==> config.mk <==
export PLATFORM = sky130hd
export DESIGN_NAME = lsu_mem_if_flat
export DESIGN_NICKNAME = d
export VERILOG_FILES = /design/src/rtl/lsu_mem_if_if.sv /design/src/rtl/lsu_mem_if.sv /design/src/flat_wrapper.sv
export SDC_FILE = /design/constraint.sdc
export NUM_CORES = 1
export LEC_CHECK = 0
export ABC_AREA = 0
export CELL_PAD_IN_SITES_DETAIL_PLACEMENT = 1
export CELL_PAD_IN_SITES_GLOBAL_PLACEMENT = 1
export CORE_UTILIZATION = 36
export DETAILED_ROUTE_END_ITERATION = 12
export GPL_TIMING_DRIVEN = 0
export PLACE_DENSITY = 0.86
export SKIP_LAST_GASP = 1
export SLEW_MARGIN = 20
export SYNTH_ARGS = -nofsm -noshare
export SYNTH_HDL_FRONTEND = slang
export SYNTH_SLANG_ARGS = --single-unit
==> constraint.sdc <==
create_clock -name clk -period 2.7 [get_ports clk]
set_input_delay 0.81 -clock clk [delete_from_list [all_inputs] [get_ports clk]]
set_output_delay 0.81 -clock clk [all_outputs]
set_load 0.01 [all_outputs]
==> src/rtl/lsu_mem_if_if.sv <==
// Data-bus bundle between the load/store unit (master) and memory (slave):
// valid/ready request channel plus a response/write-ack channel.
interface lsu_mem_if_if;
  logic        bus_req_valid;
  logic        bus_req_ready;
  logic        bus_we;
  logic [31:0] bus_addr;
  logic [31:0] bus_wdata;
  logic [3:0]  bus_wstrb;
  logic        bus_rsp_valid;
  logic [31:0] bus_rdata;

  modport master (
    output bus_req_valid, bus_we, bus_addr, bus_wdata, bus_wstrb,
    input  bus_req_ready, bus_rsp_valid, bus_rdata
  );

  modport slave (
    input  bus_req_valid, bus_we, bus_addr, bus_wdata, bus_wstrb,
    output bus_req_ready, bus_rsp_valid, bus_rdata
  );
endinterface

==> src/rtl/lsu_mem_if.sv <==
// Load/store unit: one bus transaction per execute-stage access, store lane alignment,
// load extraction/extension and a WAIT timeout. Optional misalignment trap: LSU_MISALIGN_TRAP_EN.
module lsu_mem_if #(
  parameter int unsigned TIMEOUT_CYCLES = 255
) (
  input  logic         clk,
  input  logic         rst_n,
  input  logic         i_req_valid,
  input  logic         i_req_we,
  input  logic [2:0]   i_req_funct3,
  input  logic [31:0]  i_req_addr,
  input  logic [31:0]  i_req_wdata,
  output logic         o_stall,
  output logic         o_done,
  output logic [31:0]  o_load_data,
  output logic         o_bus_err,
  output logic         o_misalign_err,
  lsu_mem_if_if.master bus
);

  localparam logic [1:0] SZ_B = 2'b00;
  localparam logic [1:0] SZ_H = 2'b01;

  typedef enum logic [1:0] {S_IDLE, S_REQ, S_WAIT, S_DONE} state_t;

  // funct3[1:0] selects the size (10/11 both mean word); funct3[2] selects zero-extension.
  function automatic logic [1:0] f_lane(input logic [1:0] size, input logic [1:0] addr_lo);
    case (size)
      SZ_B:    f_lane = addr_lo;
      SZ_H:    f_lane = {addr_lo[1], 1'b0};
      default: f_lane = 2'b00;
    endcase
  endfunction

  function automatic logic [3:0] f_wstrb(input logic [1:0] size, input logic [1:0] lane);
    case (size)
      SZ_B:    f_wstrb = 4'b0001 << lane;
      SZ_H:    f_wstrb = 4'b0011 << lane;
      default: f_wstrb = 4'b1111;
    endcase
  endfunction

  function automatic logic [31:0] f_wdata(input logic [1:0] size, input logic [31:0] wd);
    case (size)
      SZ_B:    f_wdata = {4{wd[7:0]}};
      SZ_H:    f_wdata = {2{wd[15:0]}};
      default: f_wdata = wd;
    endcase
  endfunction

  function automatic logic [31:0] f_extract(input logic [1:0]  size,
                                            input logic        uns,
                                            input logic [1:0]  lane,
                                            input logic [31:0] rdata);
    logic        [31:0] sh;
    logic signed [31:0] ext;
    sh = rdata >> {lane, 3'b000};
    case (size)
      SZ_B:    ext = uns ? {24'd0, sh[7:0]}  : {{24{sh[7]}}, sh[7:0]};
      SZ_H:    ext = uns ? {16'd0, sh[15:0]} : {{16{sh[15]}}, sh[15:0]};
      default: ext = sh;
    endcase
    return ext;
  endfunction

  state_t      r_state;
  state_t      w_next;
  logic        r_we;
  logic [1:0]  r_size;
  logic        r_uns;
  logic [1:0]  r_lane;
  logic [31:0] r_addr;
  logic [31:0] r_wdata;
  logic [3:0]  r_wstrb;
  logic [31:0] r_cnt;
  logic [31:0] r_load_data;
  logic        r_bus_err;

  logic [1:0]  w_size;
  logic [1:0]  w_lane;
  logic        w_accept;
  logic        w_misalign;
  logic        w_timeout;
  logic        w_done;
  logic        w_req_valid;

  assign w_size    = i_req_funct3[1:0];
  assign w_lane    = f_lane(w_size, i_req_addr[1:0]);
  assign w_accept  = (r_state == S_IDLE) && i_req_valid;
  assign w_timeout = (TIMEOUT_CYCLES != 0) && (r_cnt == 32'(TIMEOUT_CYCLES - 1));

`ifdef LSU_MISALIGN_TRAP_EN
  logic r_misalign_err;

  assign w_misalign = ((w_size == SZ_H) && i_req_addr[0]) ||
                      (w_size[1] && (i_req_addr[1:0] != 2'b00));

  always_ff @(posedge clk or negedge rst_n) begin
    if (!rst_n)        r_misalign_err <= 1'b0;
    else if (w_accept) r_misalign_err <= w_misalign;
  end

  assign o_misalign_err = r_misalign_err;
`else
  assign w_misalign     = 1'b0;
  assign o_misalign_err = 1'b0;
`endif

  // ---- state register ----
  always_ff @(posedge clk or negedge rst_n) begin
    if (!rst_n) r_state <= S_IDLE;
    else        r_state <= w_next;
  end

  // ---- next-state logic ----
  always_comb begin
    w_next = r_state;
    case (r_state)
      S_IDLE: if (i_req_valid) w_next = w_misalign ? S_DONE : S_REQ;
      S_REQ:  if (bus.bus_req_ready) w_next = S_WAIT;
      S_WAIT: if (bus.bus_rsp_valid || w_timeout) w_next = S_DONE;
      S_DONE: w_next = S_IDLE;
      default: w_next = S_IDLE;
    endcase
  end

  // ---- state-decoded outputs ----
  always_comb begin
    w_done      = 1'b0;
    w_req_valid = 1'b0;
    case (r_state)
      S_REQ:   w_req_valid = 1'b1;
      S_DONE:  w_done      = 1'b1;
      default: ;
    endcase
  end

  // ---- request capture, response capture, timeout ----
  always_ff @(posedge clk or negedge rst_n) begin
    if (!rst_n) begin
      r_we        <= 1'b0;
      r_size      <= 2'b00;
      r_uns       <= 1'b0;
      r_lane      <= 2'b00;
      r_addr      <= '0;
      r_wdata     <= '0;
      r_wstrb     <= '0;
      r_cnt       <= '0;
      r_load_data <= '0;
      r_bus_err   <= 1'b0;
    end else begin
      case (r_state)
        S_IDLE: begin
          if (i_req_valid) begin
            r_we      <= i_req_we;
            r_size    <= w_size;
            r_uns     <= i_req_funct3[2];
            r_lane    <= w_lane;
            r_addr    <= {i_req_addr[31:2], 2'b00};
            r_wdata   <= f_wdata(w_size, i_req_wdata);
            r_wstrb   <= i_req_we ? f_wstrb(w_size, w_lane) : 4'b0000;
            r_cnt     <= '0;
            r_bus_err <= 1'b0;
            // A trapped load still retires, so it must not leave stale data behind.
            if (w_misalign && !i_req_we) r_load_data <= '0;
          end
        end
        S_REQ: r_cnt <= '0;
        S_WAIT: begin
          if (bus.bus_rsp_valid) begin
            if (!r_we) r_load_data <= f_extract(r_size, r_uns, r_lane, bus.bus_rdata);
          end else if (w_timeout) begin
            r_bus_err <= 1'b1;
            if (!r_we) r_load_data <= '0;
          end else begin
            r_cnt <= r_cnt + 32'd1;
          end
        end
        default: ;
      endcase
    end
  end

  assign o_stall           = i_req_valid && !w_done;
  assign o_done            = w_done;
  assign o_load_data       = r_load_data;
  assign o_bus_err         = r_bus_err;
  assign bus.bus_req_valid = w_req_valid;
  assign bus.bus_we        = r_we;
  assign bus.bus_addr      = r_addr;
  assign bus.bus_wdata     = r_wdata;
  assign bus.bus_wstrb     = r_wstrb;

endmodule

==> src/flat_wrapper.sv <==
// flat-port wrapper written by rule: the top's interface ports become plain ports
module lsu_mem_if_flat 
#(
  parameter int unsigned TIMEOUT_CYCLES = 255
)
  (clk, rst_n, i_req_valid, i_req_we, i_req_funct3, i_req_addr, i_req_wdata, o_stall, o_done, o_load_data, o_bus_err, o_misalign_err, bus_bus_req_valid, bus_bus_we, bus_bus_addr, bus_bus_wdata, bus_bus_wstrb, bus_bus_req_ready, bus_bus_rsp_valid, bus_bus_rdata);
  lsu_mem_if_if bus_i ();
  input  logic clk;
  input  logic rst_n;
  input  logic i_req_valid;
  input  logic i_req_we;
  input  logic [2:0] i_req_funct3;
  input  logic [31:0] i_req_addr;
  input  logic [31:0] i_req_wdata;
  output logic o_stall;
  output logic o_done;
  output logic [31:0] o_load_data;
  output logic o_bus_err;
  output logic o_misalign_err;
  output wire logic [$bits(bus_i.bus_req_valid)-1:0] bus_bus_req_valid;
  output wire logic [$bits(bus_i.bus_we)-1:0] bus_bus_we;
  output wire logic [$bits(bus_i.bus_addr)-1:0] bus_bus_addr;
  output wire logic [$bits(bus_i.bus_wdata)-1:0] bus_bus_wdata;
  output wire logic [$bits(bus_i.bus_wstrb)-1:0] bus_bus_wstrb;
  input wire logic [$bits(bus_i.bus_req_ready)-1:0] bus_bus_req_ready;
  input wire logic [$bits(bus_i.bus_rsp_valid)-1:0] bus_bus_rsp_valid;
  input wire logic [$bits(bus_i.bus_rdata)-1:0] bus_bus_rdata;
  assign bus_bus_req_valid = bus_i.bus_req_valid;
  assign bus_bus_we = bus_i.bus_we;
  assign bus_bus_addr = bus_i.bus_addr;
  assign bus_bus_wdata = bus_i.bus_wdata;
  assign bus_bus_wstrb = bus_i.bus_wstrb;
  assign bus_i.bus_req_ready = bus_bus_req_ready;
  assign bus_i.bus_rsp_valid = bus_bus_rsp_valid;
  assign bus_i.bus_rdata = bus_bus_rdata;
  lsu_mem_if #(.TIMEOUT_CYCLES(TIMEOUT_CYCLES)) u_core (.clk(clk), .rst_n(rst_n), .i_req_valid(i_req_valid), .i_req_we(i_req_we), .i_req_funct3(i_req_funct3), .i_req_addr(i_req_addr), .i_req_wdata(i_req_wdata), .o_stall(o_stall), .o_done(o_done), .o_load_data(o_load_data), .o_bus_err(o_bus_err), .o_misalign_err(o_misalign_err), .bus(bus_i));
endmodule
Yosys cells after proc, flatten, opt, wreduce, memory -nomap -nowiden
Cells that the tools add are included.
{"block": "op_classes", "addsub": 1, "n_eq_ne": 12, "n_shift": 3, "muxes": 25, "bitwise_logic": 1, "reduce_logical": 14}
{"operator": "$mux 32", "n": 9}
{"operator": "$pmux 32 s2", "n": 2}
{"operator": "$pmux 32 s3", "n": 1}
{"operator": "$add 32x1->32 const B", "n": 1}
{"operator": "$eq 32x8->1 const B", "n": 1}
{"operator": "$shr 32x5->32", "n": 1}
{"operator": "$ne 2x2->1 const B", "n": 4}
{"operator": "$pmux 2 s4", "n": 1}
{"operator": "$pmux 4 s2", "n": 1}
{"operator": "$reduce_and 4->1", "n": 2}
{"operator": "$eq 2x1->1 const B", "n": 3}
{"operator": "$logic_not 2->1", "n": 3}
{"operator": "$mux 2", "n": 3}
{"operator": "$reduce_and 3->1", "n": 2}
{"operator": "$mux 1", "n": 5}
{"operator": "$eq 2x2->1 const B", "n": 2}
{"operator": "$mux 4", "n": 1}
{"operator": "$ne 2x1->1 const B", "n": 2}
{"operator": "$pmux 2 s2", "n": 1}
{"operator": "$reduce_bool 2->1", "n": 2}
{"operator": "$shl 1x2->4 const A", "n": 1}
{"operator": "$shl 2x2->4 const A", "n": 1}
{"operator": "$reduce_bool 3->1", "n": 1}
{"operator": "$pmux 1 s2", "n": 1}
{"operator": "other kinds (5)", "n": 5}
{"block": "totals", "register_bits": 139, "in_bits": 105, "out_inout_bits": 106, "wordCells": 67}

Depth between registers and ports, before layout
Gate-level depths: netlist of the first run.
{"block": "depth", "ltp_word": 5, "ltp_mapped": 10, "mapped_depth_nobuf": 7}

Worst setup path after synthesis of the first run
No wires, ideal clock.
{"block": "synth_timing", "path_kind": "input -> register", "from": "input port i_req_valid", "to": "register u_core.r_cnt[15]", "t_arrival_ns": 2.072, "slack_ns": 0.494, "stages": 8, "n_path_buf": 3, "path_cell_list": "nand2b_1 nand2_1 clkbuf_1 clkbuf_1 clkbuf_1 nor2_1 mux2i_1 o21ai_0"}
{"block": "synth_via", "elab_chain_len": 2}
{"element": "start, declared", "line_no": "flat_wrapper.sv:10", "rtl": "input logic i_req_valid;"}
{"element": "$ne 2x2->1 (no line)"}
{"element": "$reduce_and 4->1 (no line)"}
{"element": "end signal, assigned", "line_no": "lsu_mem_if.sv:176", "rtl": "r_cnt <= r_cnt + 32'd1;"}
{"element": "end, declared", "line_no": "lsu_mem_if.sv:75", "rtl": "logic [31:0] r_cnt;"}
No other way between the ends.
A chain may end at the register's enable or synchronous reset.

Final worst setup path of the first run
{"block": "layout_timing", "from": "register u_core.r_state[0]", "to": "output port o_stall"}
{"block": "layout_via", "elab_chain_len": 4}
{"element": "start, declared", "line_no": "lsu_mem_if.sv:66", "rtl": "state_t r_state;"}
{"element": "start signal, assigned", "line_no": "lsu_mem_if.sv:112", "rtl": "else r_state <= w_next;"}
{"element": "$eq 2x2->1", "line_no": "lsu_mem_if.sv:131", "rtl": "case (r_state)"}
{"element": "$mux 1", "line_no": "lsu_mem_if.sv:131"}
{"element": "$logic_not 1->1", "line_no": "lsu_mem_if.sv:184", "rtl": "assign o_stall = i_req_valid && !w_done;"}
{"element": "$logic_and 1x1->1", "line_no": "lsu_mem_if.sv:184"}
{"element": "end, declared", "line_no": "flat_wrapper.sv:15", "rtl": "output logic o_stall;"}
No other way between the ends.

==> results of run 1 <==
-- cells in the mapped netlist (3+ instances only) --
cell type	n	area [um^2]
sky130_fd_sc_hd__nand2b_1	4	25.0
sky130_fd_sc_hd__inv_1	8	30.0
sky130_fd_sc_hd__nand3_1	15	75.1
sky130_fd_sc_hd__clkbuf_1	36	135
sky130_fd_sc_hd__o2bb2ai_1	16	140
sky130_fd_sc_hd__a21oi_1	35	175
sky130_fd_sc_hd__buf_4	3	22.5
sky130_fd_sc_hd__nor4_1	13	81.3
sky130_fd_sc_hd__and4_1	7	61.3
sky130_fd_sc_hd__or3_1	9	56.3
sky130_fd_sc_hd__buf_1	3	11.3
sky130_fd_sc_hd__or4_1	6	45.0
sky130_fd_sc_hd__a221o_1	18	180
sky130_fd_sc_hd__nand4_1	11	68.8
sky130_fd_sc_hd__nand2_1	61	229
sky130_fd_sc_hd__ha_1	6	75.1
sky130_fd_sc_hd__nor2b_1	6	37.5
sky130_fd_sc_hd__mux2_2	51	574
sky130_fd_sc_hd__xnor2_1	5	43.8
sky130_fd_sc_hd__o211ai_1	4	30.0
sky130_fd_sc_hd__o311ai_0	3	26.3
sky130_fd_sc_hd__mux2i_1	44	440
sky130_fd_sc_hd__nor2_1	37	139
sky130_fd_sc_hd__nor3_1	13	65.1
sky130_fd_sc_hd__buf_2	3	15.0
sky130_fd_sc_hd__o21ai_0	45	225
sky130_fd_sc_hd__and3_1	3	18.8
sky130_fd_sc_hd__dfrtp_1	139	3480
sky130_fd_sc_hd__o31ai_1	6	45.0
-- cell type report --
class	instances	area share [%]
Antenna cell	1	0.0249
Buffer	43	1.83
Clock buffer	21	4.79
Clock inverter	11	2.03
Inverter	8	0.299
Multi-Input combinational cell	451	31.9
Sequential cell	139	34.7
Tap cell	234	2.92
Timing Repair Buffer	216	21.5
-- worst max-delay path: stages (launching register included) --
cell                              delay, ns
sky130_fd_sc_hd__dfrtp_1               0.42
sky130_fd_sc_hd__ha_1                  0.27
sky130_fd_sc_hd__nor2b_1               0.14
sky130_fd_sc_hd__clkdlybuf4s50_1       0.55
-- cell families (layout without fill, tap and decap cells) --
family | after synthesis | after routing
compound gates | 143 | 143
fa+ha+maj | 6 | 6
simple gates | 196 | 196
buf+inv | 53 | 299
xor+xnor | 7 | 7
other cells | 1 | 4
flops | 139 | 139
mux | 96 | 96
-- state kept, by name, indices dropped and copies added, names as in the netlist --
signal                flops
u_core.r_cnt             32
u_core.bus.bus_wdata     32
u_core.r_state            2
u_core.bus.bus_we         1
u_core.r_lane             2
u_core.o_bus_err          1
u_core.bus.bus_addr      30
u_core.r_uns              1
u_core.r_size             2
u_core.bus.bus_wstrb      4
u_core.o_load_data       32
-- through the flow --
step           total power, mW  util [%]  instances  setup WS [ns]
2_1_floorplan             5.53         -        643          0.494
3_3_place_gp              7.88      49.4       1084          -4.97
3_5_place_dp              8.04      49.6       1085         -0.782
4_1_cts                   10.9      53.5       1119        0.00400
5_1_grt                   11.4      53.8       1124       -0.00115
6_report                  10.9      53.8       1124         0.0769
-- metal layers --
metal | part of all wire (%) | track usage [%] | up-vias
met4 | 2.8 | 9.77 | 0
li1 | - | - | 2836
met3 | 7.4 | 7.67 | 54
met1 | 39 | 30.0 | 3259
met5 | 0 | 0 | -
met2 | 51 | 46.2 | 242
-- report_power, final --
group          internal [mW]  leakage (nW)  switching [mW]  total, mW
clock network           1.76         0.333           0.967       2.72
logic                   2.42          2.04            2.38       4.80
registers               2.87          1.77           0.501       3.37
-- timing repair --
action,4_1_cts,5_1_grt
buffers inserted,3,5
cloned,0,0
pin swaps,2,2
endpoints found under the setup margin,60,30
resized for setup,10,11
-- worst paths after layout --
path | startpoint | to | cells past startpoint
max reg2reg | u_core.r_cnt[15] | u_core.r_state[1] | 8
max in group asynchronous | rst_n | u_core.o_load_data[4] | 2
min reg2reg | u_core.bus.bus_wdata[23] | u_core.bus.bus_wdata[23] | 2
min | rst_n | u_core.bus.bus_addr[15] | 1
max | u_core.r_state[0] | o_stall | 3
min in group clk | u_core.bus.bus_wdata[23] | u_core.bus.bus_wdata[23] | 2
==> results.yml, run 1 <==
placement:
  hpwl_after_detailed_placement_mm: 17.1
  numPortBuffers: 207
  postPlaceCellArea_um2: 9240
  globalplace.congestion: 0.814
synthesis:
  synth-edff-count: 0
  post_synth_fa_ha_maj_area_fraction_pct: 1.10
  synthSimpleGateAreaFrac_pct: 14.7
  ys_seq_elements: 139
  synthesis.area_um2: 6830
  number_of_library_cell_types_mapped_by_synthesis: 56
  synth_cells: 641
  async_reset_ff_share_pct: 100
  synth-seq-area-share_pct: 50.9
  synth.area.mux_share_pct: 15.2
  syn_avg_cell_area_um2: 10.7
  combinational_family_with_the_most_area_after_synthesis: "multiplexers"
  synth_flop_cell: "sky130_fd_sc_hd__dfrtp_1"
  ys_warn_count: 0
  synth-compound-area-share_pct: 14.0
  synthXorXnorAreaFrac_pct: 0.897
sta:
  clock.fmax_mhz: 381
  post-route-min-period_ns: 2.62
  finalHoldViolCount: 0
  slew_worst_pin_ns: 1.01
  final.period_utilization_pct: 97.2
  clock-skew-final_ns: 0.0104
  report.final.setup_viol: 0
  final-max-slew-violation-count: 0
  max_slew_margin_pct: 32.5
  whs_ns: 0.262
  tns_ns: 0
drt:
  wirelength_mm: 24.8
  post_route_ant_nets: 0
  drt-initial-drc-count: 329
  drtPass1Iterations: 4
  vias_per_cell: 5.69
  vias: 6391
  detail_route.wl_per_cell_um: 22.1
  post-route-drc-count: 0
clock_network:
  tritoncts: "done"
  ctsHtreeMaxLevel: 4
  cts_hold_buf: 0
  clkLatencyLatePin_ns: 0.43
  tritoncts.num_buffers: 17
  clock_path_buffers: 2
  path_clk_slew_ns: 0.06
  root_buffer: "sky130_fd_sc_hd__clkbuf_16"
  cts_num_sinks: 139
cells_and_area:
  final.fill_count: 2034
  drive_gt1_share_pct: 13.7
  finalInstanceArea_um2: 10000
  register_area_um2: 3480
  layout.cells.most_common: "sky130_fd_sc_hd__clkdlybuf4s50_1"
  areaGrowthSynthToFinish_pct: 46.8
  multiInputGateArea_um2: 3200
  finish.net_count: 987
  layout.cells.most_common_list: "sky130_fd_sc_hd__clkdlybuf4s50_1 (204), sky130_fd_sc_hd__dfrtp_1 (139), sky130_fd_sc_hd__nand2_1 (60), sky130_fd_sc_hd__mux2_2 (51), sky130_fd_sc_hd__o21ai_0 (45)"
global_routing:
  first_global_vias: 6979
  globalRouteTotalUtil_pct: 26.2
  gr-total-overflow: 0
  antenna_found_initial: 1
  grt_first_pass_wirelength_mm: 39.3
  largest_net_degree_at_the_start_of_global_routing: 96
floorplanning:
  die-area_um2: 19500
  pin_count: 211
  die_width_um: 140
  initial_utilization_pct: 36.7
  die_h_um: 140
  placeable_core_region_um2: 18600
  std_cell_rows: 50
status:
  outcome: "finished clean"
job:
  reported_max_cap_violation_count: 0
critical_path:
  start_kind: "flop"
  critical_path.endpoint_type: "primary output"
  ws_path_type: "flop to primary output"
  regToRegSetupSlack_ns: 0.19
  worstPathRequired_ns: 1.89
  critical_path_peak_fanout: 4
  critical_path_arrival_ns: 1.81
power:
  vdd.ir_drop.worst_uv: 490
  power.density_nw_per_um2: 1090
  p_leak_nw: 4.14
worst_hold_path:
  hold_path_class: "primary input to asynchronous set/reset pin"
Note: power is estimated with default switching activity, not from simulation.
==> inputs of run 2 (changes only) <==
--- a/config.mk
+++ b/config.mk
@@ -9,6 +9,7 @@
 export CELL_PAD_IN_SITES_DETAIL_PLACEMENT = 1
 export CELL_PAD_IN_SITES_GLOBAL_PLACEMENT = 1
 export CORE_UTILIZATION = 36
+export CTS_CLUSTER_SIZE = 28
 export DETAILED_ROUTE_END_ITERATION = 12
 export GPL_TIMING_DRIVEN = 0
 export PLACE_DENSITY = 0.86
==> results of run 2 <==
The final DEF is identical to that of run 1; final timing and power are the same.
